`config.mk`:
```
export PLATFORM = sky130hd
export DESIGN_NAME = mvu_pe_acc_multi
export DESIGN_NICKNAME = d
export VERILOG_FILES = /design/src/rtl/mvu_pe_acc_multi.sv
export SDC_FILE = /design/constraint.sdc
export NUM_CORES = 1
export LEC_CHECK = 0
export CAP_MARGIN = 20
export CORE_MARGIN = 2
export CORE_UTILIZATION = 50
export DETAILED_ROUTE_END_ITERATION = 8
export PLACE_DENSITY_LB_ADDON = 0.12
export SLEW_MARGIN = 30
export SYNTH_ARGS = -nofsm -noshare
export SYNTH_HDL_FRONTEND = slang
export SYNTH_SLANG_ARGS = --single-unit
```
`constraint.sdc`:
```
create_clock -name aclk -period 3 [get_ports aclk]
set_clock_uncertainty 0.2 [all_clocks]
set_input_delay 0.6 -clock aclk [delete_from_list [all_inputs] [get_ports aclk]]
set_output_delay 0.6 -clock aclk [all_outputs]
set_load 0.1 [all_outputs]
```
`src/rtl/mvu_pe_acc_multi.sv`:
```
// -----------------------------------------------------------------------------
// mvu_pe_acc_multi
//
// Multi-lane PE accumulator for the matrix-vector unit. PE independent lanes
// each accumulate TI-bit partial sums into TDstI-bit accumulators across one
// row fold. The row result is presented on a single-entry valid/ready output
// register. The control strobes are delayed by PIPE_DLY cycles so that they
// line up with in_acc, which arrives that many cycles after its control.
//
// Ports:
//   aclk            clock
//   aresetn         synchronous, active-low reset
//   do_mvau_stream  control: a beat of partial sums is in flight
//   sf_clr          control: this beat closes the row fold
//   in_acc          PE packed TI-bit lane inputs, lane i at [i*TI +: TI]
//   out_acc_rdy     downstream ready
//   out_acc_v       output valid
//   out_acc         PE packed TDstI-bit lane results
//   overrun         sticky: a completed row was dropped (output held, not ready)
//   ovf             sticky per-lane saturation flag
//
// Build option:
//   SATURATE_EN  when defined, each lane add clamps to the representable range
//                and sets that lane's ovf bit; otherwise arithmetic wraps
//                modulo 2^TDstI and ovf stays 0.
// -----------------------------------------------------------------------------
module mvu_pe_acc_multi #(
  parameter int PE       = 4,
  parameter int TI       = 8,
  parameter int TDstI    = 16,
  parameter int PIPE_DLY = 2,
  parameter int SIGNED   = 1
) (
  input  logic                  aclk,
  input  logic                  aresetn,
  input  logic                  do_mvau_stream,
  input  logic                  sf_clr,
  input  logic [PE*TI-1:0]      in_acc,
  input  logic                  out_acc_rdy,
  output logic                  out_acc_v,
  output logic [PE*TDstI-1:0]   out_acc,
  output logic                  overrun,
  output logic [PE-1:0]         ovf
);

  // Widen one lane input to accumulator width.
  function automatic logic [TDstI-1:0] ext_lane(input logic [TI-1:0] x);
    if (SIGNED != 0) return TDstI'($signed(x));
    else             return TDstI'(x);
  endfunction

  // Lane add; returns {clamped, result}. Without saturation the result is the
  // plain modulo sum and the clamp flag is always 0.
  function automatic logic [TDstI:0] acc_add(input logic [TDstI-1:0] a,
                                             input logic [TDstI-1:0] b);
    logic [TDstI:0]   wide;
    logic [TDstI-1:0] res;
    logic             clamp;
`ifdef SATURATE_EN
    logic [TDstI-1:0] smax;
`endif
    if (SIGNED != 0) begin
      wide  = {a[TDstI-1], a} + {b[TDstI-1], b};
      // Signed overflow: the extra sign bit disagrees with the result sign.
      clamp = wide[TDstI] ^ wide[TDstI-1];
    end else begin
      wide  = {1'b0, a} + {1'b0, b};
      clamp = wide[TDstI];
    end
    res = wide[TDstI-1:0];
`ifdef SATURATE_EN
    smax = {TDstI{1'b1}} >> 1;
    if (clamp) begin
      if (SIGNED != 0) res = wide[TDstI] ? ~smax : smax;
      else             res = '1;
    end
`else
    clamp = 1'b0;
`endif
    return {clamp, res};
  endfunction

  logic vld_d;
  logic last_d;

  // ---- stage p0: control delay line aligning strobes with in_acc ----
  generate
    if (PIPE_DLY == 0) begin : g_nodly
      assign vld_d  = do_mvau_stream;
      assign last_d = sf_clr;
    end else begin : g_dly
      logic [PIPE_DLY-1:0] vld_sr;
      logic [PIPE_DLY-1:0] last_sr;

      always_ff @(posedge aclk) begin
        if (!aresetn) begin
          vld_sr  <= '0;
          last_sr <= '0;
        end else begin
          vld_sr[0]  <= do_mvau_stream;
          last_sr[0] <= sf_clr;
          for (int i = 1; i < PIPE_DLY; i++) begin
            vld_sr[i]  <= vld_sr[i-1];
            last_sr[i] <= last_sr[i-1];
          end
        end
      end

      assign vld_d  = vld_sr[PIPE_DLY-1];
      assign last_d = last_sr[PIPE_DLY-1];
    end
  endgenerate

  logic [TDstI-1:0] acc_p0 [PE];
  logic [TDstI-1:0] sum_c  [PE];
  logic [PE-1:0]    clamp_c;
  logic [PE-1:0]    ovf_q;
  logic             done;

  always_comb begin
    clamp_c = '0;
    for (int i = 0; i < PE; i++) begin
      sum_c[i] = '0;
      {clamp_c[i], sum_c[i]} = acc_add(acc_p0[i], ext_lane(in_acc[i*TI +: TI]));
    end
  end

  assign done = vld_d & last_d;

  // ---- stage p1: accumulators and the single-entry output register ----
  always_ff @(posedge aclk) begin
    if (!aresetn) begin
      for (int i = 0; i < PE; i++) acc_p0[i] <= '0;
      out_acc_v <= 1'b0;
      out_acc   <= '0;
      overrun   <= 1'b0;
      ovf_q     <= '0;
    end else begin
      // last_d clears the lane whether or not the beat is valid, so a
      // last-without-valid strobe flushes a partial row without a result.
      for (int i = 0; i < PE; i++) begin
        if (last_d)     acc_p0[i] <= '0;
        else if (vld_d) acc_p0[i] <= sum_c[i];
      end

      if (vld_d) ovf_q <= ovf_q | clamp_c;

      if (done && (!out_acc_v || out_acc_rdy)) begin
        out_acc_v <= 1'b1;
        for (int i = 0; i < PE; i++) out_acc[i*TDstI +: TDstI] <= sum_c[i];
      end else if (done) begin
        // Held entry not yet taken: keep it and drop the new row.
        overrun <= 1'b1;
      end else if (out_acc_rdy) begin
        out_acc_v <= 1'b0;
      end
    end
  end

  assign ovf = ovf_q;

endmodule
```
==> run summary, run 1 <==
Run status = finished, final reports clean
Arrival @ worst endpoint = 2860 ps
Htree depth = 4
Vias in the first global route = 7,020
Largest net degree at the start of global routing = 54
Clk pin slew, worst setup/hold paths = 60 ps
Starting Density = 0.506
Post-Syn Instances = 841
HPWL Detailed = 14,700 um
Final Setup Violations = 0
Final Hold Viols = 0
Mapped Area = 0.00792 mm2
Most common cell after layout, fill and taps aside = buf_4
# IOs = 107
Avg Synthesized Cell Area = 9.42 um2
Min Hold Slack = 231 ps
Worst-skew pair later-pin latency = 420 ps
RePlAce Congestion = 0.876
Total grt overflow = 0
Worst VDD drop = 432 uV
IO Port Bufs = 102
Via Count = 7,182
Area leader, netlist = edfxtp_1
Crit Path Class = primary input to register
Inserted Clock Buffers = 17
Worst r2r src = acc_p0[2][0]
Switching part of the total = 0.280
Antenna Cells = 0
CTS Hold Bufs = 0
Worst hold start = g_dly.last_sr[0]
RSZ-0062 raised after global routing = no
Min Tclk post-route = 2910 ps
Share of cells above drive strength 1 = 0.237
Critical Path Max Stage Delay = 420 ps
Clk root buf = clkbuf_16
Clk pwr share = 0.387
CTS Buffer Depth = 2
Clock sinks = 134
Total GRT Usage = 0.250
Initial antenna violation count = 0
R2R Setup Slk = 320 ps
Cell leakage power = 4.52 nW
Layout Area Growth over Synthesis = 32.0%
DRC = 0
Storage element area = 0.00332 mm2
Fmax = 344 MHz
Max Cap Violations = 0
Crit path from = in_acc[16]
Synth Register Bits = 134
Via density = 5.60
Routed wire length = 20,800 um
Critical-path cell list = clkdlybuf4s50_1, ha_1, fa_1, a21o_1, a311oi_2, buf_4, o21ai_1, nand2_1, xor2_1, nor2_1
CP Launch Type = primary input
CP max stage cell = fa_1
Number of enable flip-flop cells after synthesis = 64
Worst-Margin Slew = 807 ps
Sequential fraction of the synthesis area = 0.420
Flop pwr share = 0.379
Final period utilization = 0.968
Worst r2r path cells = 9
Worst-path maximum fanout = 2
Critical path buffers and inverters = 2
Fillers = 1,286
Internal Power = 3.85 mW
Comb power frac = 0.234
Most frequent cells in the layout = buf_4 (199), nand2_1 (78), a21oi_1 (76)
P_sw = 1.50 mW
R2R Path End = acc_p0[2][12]
ANT nets after route = 0
Area of the multi-input gates = 0.00438 mm2
DR iter-0 viols = 414
Worst Hold Class = register to register
Critical Path Sink Type = register
First-pass GRT wire length = 33,500 um
Drt wl/cell = 16.2 um
Post-synth top flop = dfxtp_1
Max-slew headroom = 0.462
Yosys top cell area share = 0.243
First-pass iteration count of the detailed router = 5
Die ar. = 0.0169 mm2
Critical Path RT = 2950 ps
CTS tree = yes
Chip Height = 130 um
Width of the chip = 130 um
Rows = 46
Final core occ = 0.668
Yosys warns = 0
Core box area = 0.0157 mm2
Hold path cells = 1
Slew Viols, Final = 0
Cell family with most CP delay = adder cells
Ranking of synthesized cells by area = edfxtp_1 (24%), dfxtp_1 (18%), ha_1 (9.5%)
Hold path endpoint = g_dly.last_sr[1]
Ys async rst share = 0
Synth cell types = 76
PwrDens = 512 mW/mm2
NumNets Final = 1,156
[synth_stat cells, types with 4 or more instances]
library cell / instances
a31o_2: 4
xnor2_1: 19
nand2_1: 78
fa_1: 4
dfxtp_1: 70
nor2_1: 75
o21ai_0: 33
nor3_1: 19
o211ai_1: 8
nand3_1: 24
o21a_1: 9
nand2b_1: 6
a211oi_1: 12
nor3b_1: 4
a21o_1: 19
o31ai_1: 5
and3_1: 10
o31a_1: 4
nor2b_1: 6
buf_2: 5
nand4_1: 17
edfxtp_1: 64
ha_1: 60
or3_1: 18
clkbuf_8: 4
a21oi_1: 77
o21ai_1: 4
inv_1: 9
xor2_1: 26
clkbuf_1: 27
a31oi_1: 9
a211o_1: 5
o221ai_1: 9
and2_1: 30
buf_4: 5
[cell type report]
cell class	instances	share of cell area
Multi-Input combinational cell	656	0.419
Sequential cell	134	0.318
Timing Repair Buffer	236	0.179
Clock buffer	21	0.0421
Tap cell	216	0.0259
Clock inverter	10	0.0126
Inverter	10	0.00359
[routing by layer]
| layer | share of wire | GRT usage | vias up |
|---|---|---|---|
| met2 | 0.49 | 0.430 | 168 |
| li1 | - | - | 3541 |
| met1 | 0.46 | 0.321 | 3444 |
| met3 | 0.040 | 0.0439 | 29 |
| met4 | 0.014 | 0.0784 | 0 |
| met5 | 0 | 0 | - |
[power by group through the flow]
stage                     sequential, mW  clock [mW]  combinational (mW)
final                               2.03        2.07                1.25
after global routing                2.03        2.17                1.37
after CTS                           2.03        2.09                1.24
after detailed placement            2.06           0                1.23
after global placement              2.06           0                1.19
after floorplan                     2.12           0               0.704
[worst register-to-register path, cell delays in order, from the launching register on]
cell	delay [ps]
edfxtp_1	370
ha_1	220
fa_1	420
a21o_1	230
a311oi_2	310
buf_4	180
o21ai_1	120
nand2_1	150
xor2_1	170
nor2_1	70
[cells by family after synthesis]
group / after synthesis / synth area share
fa+ha+maj: 64 / 0.105
compound gates: 232 / 0.194
simple gates: 308 / 0.193
mux: 3 / 0.00442
other cells: 1 / 0.000473
xor+xnor: 45 / 0.0498
buf+inv: 54 / 0.0338
flops: 134 / 0.420
[through the flow]
step / total power [mW] / setup WS [ps] / area, um2 / cells / TNS [ps]
2_1_floorplan: 2.83 / 148 / 7930 / 844 / 0
3_3_place_gp: 3.25 / -348 / 9860 / 1252 / -7960
3_5_place_dp: 3.29 / -491 / 9860 / 1252 / -10720
4_1_cts: 5.36 / 13.0 / 10400 / 1283 / 0
5_1_grt: 5.57 / 11.6 / 10500 / 1283 / 0
6_report: 5.36 / 94.8 / 10500 / 1283 / 0
[how the worst max path moves through the flow]
| stage | endpoint | slack, ps | cells after the start |
|---|---|---|---|
| finish | acc_p0[2][12] | 90 | 10 |
| CTS | acc_p0[2][12] | 10 | 10 |
| detailed placement | acc_p0[2][12] | -490 | 10 |
| global placement | acc_p0[2][12] | -350 | 10 |
| global route | acc_p0[1][10] | 10 | 9 |
| floorplan | acc_p0[0][0] | 150 | 4 |
[repair_timing]
action,in CTS,in global routing
setup endpoints to repair,5,13
buffers inserted,0,0
pin swaps,0,3
gates resized for setup,1,5
endpoints found under the hold margin,0,0
[state kept, by name, indices dropped and copies added (netlist names)]
register       cells
acc_p0            64
g_dly.last_sr      2
g_dly.vld_sr       2
out_acc           64
out_acc_v          1
overrun            1
Note: power is estimated with default switching activity, not from simulation.
==> run 2: changes to the inputs <==
==> constraint.sdc (replaced) <==
create_clock -name aclk -period 3.4 [get_ports aclk]
set_clock_uncertainty 0.2 [all_clocks]
set_input_delay 0.68 -clock aclk [delete_from_list [all_inputs] [get_ports aclk]]
set_output_delay 0.68 -clock aclk [all_outputs]
set_load 0.05 [all_outputs]
==> run 2 against run 1 <==
Against the previous run: sequential share of layout area rose by 1.6 points; die area unchanged; utilization is 3.2 points lower; global-route usage down 1.1 points; wire length is 5.2% lower; highest routed layer unchanged.
==> run summary, run 2 (synthesized netlist as in run 1, its figures left out) <==
Drt wl/cell = 16.5 um (+1.6%)
Fillers = 1,305 (+1.5%)
R2R Path End = acc_p0[1][10]
Worst r2r src = acc_p0[1][0]
Worst Hold Class = register to register
Setup TNS = 0 ps (unchanged)
R2R Setup Slk = 630 ps (+310 ps)
Clk root buf = clkbuf_16
NumNets Final = 1,069 (-7.5%)
Worst-Margin Slew = 797 ps (-10.8 ps)
Max-slew headroom = 0.469 (+0.00719)
Inserted Clock Buffers = 17 (unchanged)
Critical-path cell list = clkdlybuf4s50_1, ha_1, fa_1, a211oi_1, o21ai_1, a31o_2, a31oi_1, xor2_1, nor2_1
PnR worst setup slack = 331 ps (+236 ps)
Total grt overflow = 0 (unchanged)
Crit path from = in_acc[8]
DRC = 0 (unchanged)
Final Setup Violations = 0 (unchanged)
Levels on crit path = 9 (-1)
Top flop regs = acc_p0 (64), out_acc (64)
Cts repair resizes = 0 (-1)
CTS Hold Bufs = 0 (unchanged)
Most frequent cells in the layout = clkdlybuf4s50_1 (101), nand2_1 (78), a21oi_1 (77)
First-pass iteration count of the detailed router = 5 (unchanged)
Share of cells above drive strength 1 = 0.103 (-0.134)
CTS Buffer Depth = 2 (unchanged)
Final period utilization = 0.903
Min Hold Slack = 231 ps (+0.301 ps)
Slew Viols, Final = 0 (unchanged)
HPWL Detailed = 13,600 um (-7.5%)
Min Tclk post-route = 3070 ps
Clock sinks = 134 (unchanged)
DR iter-0 viols = 412 (-0.48%)
Worst-skew pair later-pin latency = 430 ps (about the same)
Routed wire length = 19,700 um (-5.2%)
CTS tree = yes
Vias in the first global route = 6,658 (-5.2%)
Max Cap Violations = 0 (unchanged)
Via density = 5.75 (+2.8%)
Arrival @ worst endpoint = 3030 ps (+170 ps)
Critical path buffers and inverters = 1 (-1)
CP max stage cell = clkdlybuf4s50_1
Starting Density = 0.506 (unchanged)
Chip Height = 130 um (unchanged)
# IOs = 107 (unchanged)
IO Port Bufs = 102 (unchanged)
Layout Area Growth over Synthesis = 25.7%
Core box area = 0.0157 mm2 (unchanged)
Via Count = 6,886 (-4.1%)
RSZ-0062 raised after global routing = no
First-pass GRT wire length = 31,900 um (-4.7%)
Worst Setup EP = acc_p0[1][10]
Critical Path RT = 3360 ps (+410 ps)
Total GRT Usage = 0.239 (-0.0109)
RePlAce Congestion = 0.860 (-1.8%)
Worst VDD drop = 357 uV (-17%)
Worst-path maximum fanout = 2 (unchanged)
Placed Instances = 1,165 (-6.9%)
Cell family with most CP delay = compound AO/OA/AOI/OAI gates
Critical Path Max Stage Delay = 400 ps (-20 ps)
Width of the chip = 130 um (unchanged)
Overall power = 4.48 mW (-16%)
Fmax = 326 MHz
Initial antenna violation count = 0 (unchanged)
Final Instance Count excl. Fillers = 1,197 (-6.7%)
Cell leakage power = 3.99 nW (-12%)
Run status = finished, final reports clean
Final Hold Viols = 0 (unchanged)
Final Cell Area = 0.00995 mm2 (-4.8%)
Worst r2r path cells = 8 (-1)
Placed inst area = 0.00938 mm2 (-4.8%)
Htree depth = 4 (unchanged)
CP Launch Type = primary input
Largest net degree at the start of global routing = 49 (-9.3%)
Setup Fix Bufs, Post-CTS = 0 (unchanged)
Antenna Cells = 0 (unchanged)
Final core occ = 0.636 (-0.0319)
Most common cell after layout, fill and taps aside = clkdlybuf4s50_1
ANT nets after route = 0 (unchanged)
Critical Path Sink Type = register
Rows = 46 (unchanged)
Die ar. = 0.0169 mm2 (unchanged)
Clk pin slew, worst setup/hold paths = 60 ps (about the same)
Setup Slack @ Placement = -105 ps (+385 ps)
PwrDens = 451 mW/mm2 (-12%)
Crit Path Class = primary input to register
[run 2: changes by cell type in the layout (fill, tap and decap cells not counted), sizes merged]
| cell | delta |
|---|---|
| clkdlybuf4s50 | +66 |
| bufinv | -3 |
| clkbuf | +1 |
| buf | -153 |
| clkinvlp | -3 |
| inv | +6 |
[run 2: cell type report]
cell class	instances	area [um2]	share of cell area
multi-input combinational	656	4360	0.438
sequential	134	3320	0.334
timing repair buffer	149	1390	0.140
clock buffer	22	507	0.0509
tap	216	270	0.0272
clock inverter	10	61.3	0.00616
inverter	10	37.5	0.00377
[run 2: where the power goes]
part	switching (mW)	internal, mW
clock	0.720	1.06
sequential	0.0270	1.76
combinational	0.531	0.389
[run 2: how the worst min path moves through the flow]
stage,startpoint,end,slack [ps],cells after the start
3_3_place_gp,g_dly.vld_sr[0],g_dly.vld_sr[1],220,1
4_1_cts,g_dly.last_sr[0],g_dly.last_sr[1],230,1
6_report,g_dly.last_sr[0],g_dly.last_sr[1],230,1
5_1_grt,out_acc[11],out_acc[11],270,2
2_1_floorplan,g_dly.last_sr[0],g_dly.last_sr[1],210,1
3_5_place_dp,g_dly.last_sr[0],g_dly.last_sr[1],220,1
[run 2: layer usage]
metal	routed length (um)	part of all wire	global-route usage
met1	8960	0.46	0.314
met2	9340	0.47	0.389
met3	1010	0.051	0.0463
met4	384	0.019	0.0961
met5	0	0	0
==> run 3: changes to the inputs <==
CAP_MARGIN = default   (was 20)
==> results of run 3 <==
Same layout as run 2: the final DEF is identical, and so are final timing and power.
